<file path="src/rtl/gray_arb.sv">
// gray_arb: two-requester round-robin controller for one shared external 3-bit Gray counter
module gray_arb (
  input  logic       Clk,
  input  logic       Reset,
  input  logic       Req0,
  input  logic       Req1,
  input  logic [3:0] Len0,
  input  logic [3:0] Len1,
  input  logic [2:0] CntOut,
  input  logic       CntOvf,
  output logic       CntReset,
  output logic       CntEn,
  output logic [1:0] Grant,
  output logic       Busy,
  output logic       Done,
  output logic       DoneId,
  output logic [2:0] Result,
  output logic       ResultOvf
);
  localparam logic [1:0] IDLE = 2'd0, CLEAR = 2'd1, RUN = 2'd2, DONE = 2'd3;
  logic [1:0] state;
  logic [3:0] rem;
  logic       owner, last, pick;
  // on a tie the requester not served last wins; otherwise whoever is asking
  assign pick     = (Req0 & Req1) ? ~last : Req1;
  assign Busy     = state != IDLE;
  assign CntEn    = state == RUN;
  assign CntReset = Reset | (state == CLEAR);
  assign Grant    = Busy ? {owner, ~owner} : 2'b00;
  always_ff @(posedge Clk)
    if (Reset) begin
      state     <= IDLE;
      rem       <= 4'd0;
      owner     <= 1'b0;
      last      <= 1'b1;
      Done      <= 1'b0;
      DoneId    <= 1'b0;
      Result    <= 3'd0;
      ResultOvf <= 1'b0;
    end else begin
      Done <= 1'b0;
      case (state)
        IDLE: if (Req0 | Req1) begin
          owner <= pick;
          rem   <= pick ? Len1 : Len0;
          state <= CLEAR;
        end
        CLEAR: state <= (rem == 4'd0) ? DONE : RUN;
        RUN: begin
          rem <= rem - 4'd1;
          if (rem == 4'd1) state <= DONE;
        end
        default: begin
          Result    <= CntOut;
          ResultOvf <= CntOvf;
          DoneId    <= owner;
          Done      <= 1'b1;
          last      <= owner;
          state     <= IDLE;
        end
      endcase
    end
endmodule

</file>
<file path="config.mk">
export PLATFORM = sky130hd
export DESIGN_NAME = gray_arb
export DESIGN_NICKNAME = d
export VERILOG_FILES = /design/src/rtl/gray_arb.sv
export SDC_FILE = /design/constraint.sdc
export NUM_CORES = 1
export LEC_CHECK = 0
export ABC_AREA = 1
export BUFFER_PORTS_ARGS = -buffer_cell sky130_fd_sc_hd__buf_2
export CAP_MARGIN = 40
export CORE_UTILIZATION = 39
export DETAILED_ROUTE_END_ITERATION = 16
export PLACE_DENSITY = 0.69
export SETUP_SLACK_MARGIN = 0.3
export SKIP_LAST_GASP = 1
export SLEW_MARGIN = 20
export SYNTH_ARGS = -nofsm -noshare
export SYNTH_HDL_FRONTEND = slang
export SYNTH_SLANG_ARGS = --single-unit
</file>
<file path="constraint.sdc">
create_clock -name Clk -period 3.2 [get_ports Clk]
set_input_delay 0 -clock Clk [delete_from_list [all_inputs] [get_ports Clk]]
set_output_delay 0 -clock Clk [all_outputs]
set_load 0.01 [all_outputs]
</file>
==> out/results.ini <==
[die]
die_w_um=46.8
ios=27
die_y_um=46.8
die-area_um2=2190
core-area_um2=1800
row_count=15
start_util_pct=43.5

[clock_network]
cts_buffers=3
cts_resized=0
cts_max_level=1
tritoncts=built
clock-sinks=14
cts_setup_buffers=0
clockBufferDepth=2
ctsHoldBuffers=5
clk_root_buffer_cell=clkbuf_4
path_clk_slew_ns=0.09
clk-insertion-delay-late_ns=0.28

[logic_synthesis]
synth_adder_area_share_pct=11.2
netlist_area_um2=783
synthCells=115
yosys.area.top_type=dfxtp_1
synth_xor_area_share_pct=1.12
ys_warn_count=0
synth_seq_cells=14
yosysUniqueCellTypes=12
syn_nets=138
synth_top_family_by_area=simple AND/OR/NAND/NOR gates
synth_top_area_share_pct=35.8
ys_seq_area_share_pct=35.8
syn_area_per_cell_um2=6.81
synth_compound_area_share_pct=13.6
synthMuxAreaShare_pct=0
synth_area_leaders=dfxtp_1 36%, ha_1 11%, nand2_1 11%, nor2_1 11%, inv_1 7.7%
synth_simple_gate_area_share_pct=30.7

[timing]
rsz0062_at_grt=no
holdWs_ns=0.0777
fin_crit_sh_pct=43.9
fin_crit_ns=1.41
max_slew_margin_pct=76.4
setup_ws_ns=1.79
hold_viol=0
tightest_slew_ns=0.350
max_freq_mhz=711
finalSetupViolCount=0
slew_viol_final=0
fin_tns_setup_ns=0
fin_skew_ns=0.00540

[hold_path]
hp-start=Len0[1]
hold_class=in2reg
min_to=rem[1]
hold_depth=5

[critical_path]
crit_chain=inv_1, ha_1, o21ai_0, a21oi_1, nand2_1, inv_1
timing.rr.start=state[1]
r2r_end=rem[3]
critPathBufInv=2
cp.required_ns=3.39
max_stage_delay_ns=0.40
cp-start-kind=flop
critical_path.slowest_cell=dfxtp_1
r2r_setup_slack_ns=1.79
cp_max_fo=7
critical_path.top_delay_family=compound AO/OA/AOI/OAI gates
cpMostUsedCell=inv_1
worstRegToRegCells=6
end_kind=flop
crit_arrival_ns=1.59
criticalPathCategory=reg2reg

[final_layout]
layout-drive-gt1-share_pct=24.7
final_nets=174
n_antenna_cell=0
area_delta_synth_final_pct=31.6
final_util_pct=57.2
fillerInstances=180

[detailed_routing]
routed-via-count=779
drtAntennaViolNets=0
wl_um=1650
drt_iter0_markers=24
drt-vias-per-instance=4.45
first_pass_iters=4
wire_per_inst_um=9.41
drcViolationCount=0

[run]
drv_cap=0

[grt]
antenna_found_initial=0
track_usage_pct=18.0
grt_max_degree=11
grt_first_pass_wirelength_um=2790
overflow=0
grt_pass1_vias=652

[placement]
portBuffers=26
dp_slack_ns=1.81
gp_congestion=0.727
hpwlAfterDp_um=1280

[pwr]
max-vdd-ir-drop_mv=0.394
total_power_w=0.000816
leakage_nw=0.557
p_per_area_nw_per_um2=792

[status]
outcome=complete, no violations

metrics by stage:
stage                     cells  area, um2
after floorplan             115        783
after global placement      166        945
after detailed placement    166        945
after CTS                   175       1030
after global routing        175       1030
final                       175       1030
logic make-up after synthesis:
kind of cell | count (synthesis)
adders and majority gates | 7
DFF | 14
xor gates and xnor gates | 1
and+or+nand+nor | 58
AOI/OAI and AO/OA | 19
buffers and inverters | 16
state kept, by name, indices dropped and copies added (netlist names):
name and count:
Done 1, DoneId 1, Result 3, ResultOvf 1, last 1, owner 1, rem 4, state 2
cell type report:
cell class,count,area [um2],area share (%)
Multi-Input combinational cell,85,443,43.0
Clock buffer,4,36.3,3.52
Inverter,16,60.1,5.83
Timing Repair Buffer,31,180,17.5
Tap cell,25,31.3,3.03
Sequential cell,14,280,27.2
worst max path at each step:
| stage | to | slack [ns] | startpoint | depth (start not counted) |
|---|---|---|---|---|
| 2_1_floorplan | rem[0] | 1.93 | state[0] | 6 |
| 3_3_place_gp | rem[2] | 1.86 | state[0] | 7 |
| 3_5_place_dp | rem[3] | 1.81 | state[0] | 6 |
| 4_1_cts | rem[0] | 1.79 | state[0] | 6 |
| 5_1_grt | rem[2] | 1.59 | state[0] | 7 |
| 6_report | rem[3] | 1.79 | state[1] | 6 |
per-layer routing:
layer | track usage, % | share of wire, % | up-vias
met5 | 0 | 0 | -
met3 | 3.46 | 4.3 | 2
met1 | 25.5 | 51 | 320
met4 | 6.86 | 1.1 | 0
li1 | - | - | 433
met2 | 26.9 | 44 | 24
synth_stat cells (all sizes together):
cell / number
a21oi: 8
xor2: 1
o21ai: 11
inv: 16
nand2: 22
nand3: 10
ha: 7
dfxtp: 14
or2: 3
nor2: 23
report_power, final:
part | total [W] | leakage [nW] | switching, W | internal (W)
clock network | 0.000127 | 0.0210 | 0.0000574 | 0.0000691
logic | 0.000426 | 0.421 | 0.000262 | 0.000165
registers | 0.000263 | 0.115 | 0.0000385 | 0.000225
total | 0.000816 | 0.557 | 0.000357 | 0.000459
tightest hold or removal path, stage by stage:
cell     delay (ns)
buf_2          0.09
inv_1          0.04
nand2_1        0.04
nand3_1        0.09
a21oi_2        0.05
layout by cell type (no fill, tap or decap):
cell           count
inv_1             16
nor2_2             1
clkbuf_4           3
nor2_1            22
nand3_1           10
clkbuf_8           1
buf_2             26
a21oi_1            5
a21oi_2            3
dfxtp_1           14
o21ai_0           11
nand2_1           22
ha_1               7
xor2_1             1
or2_2              3
dlygate4sd3_1      5
(Power assumes the default switching activity.)
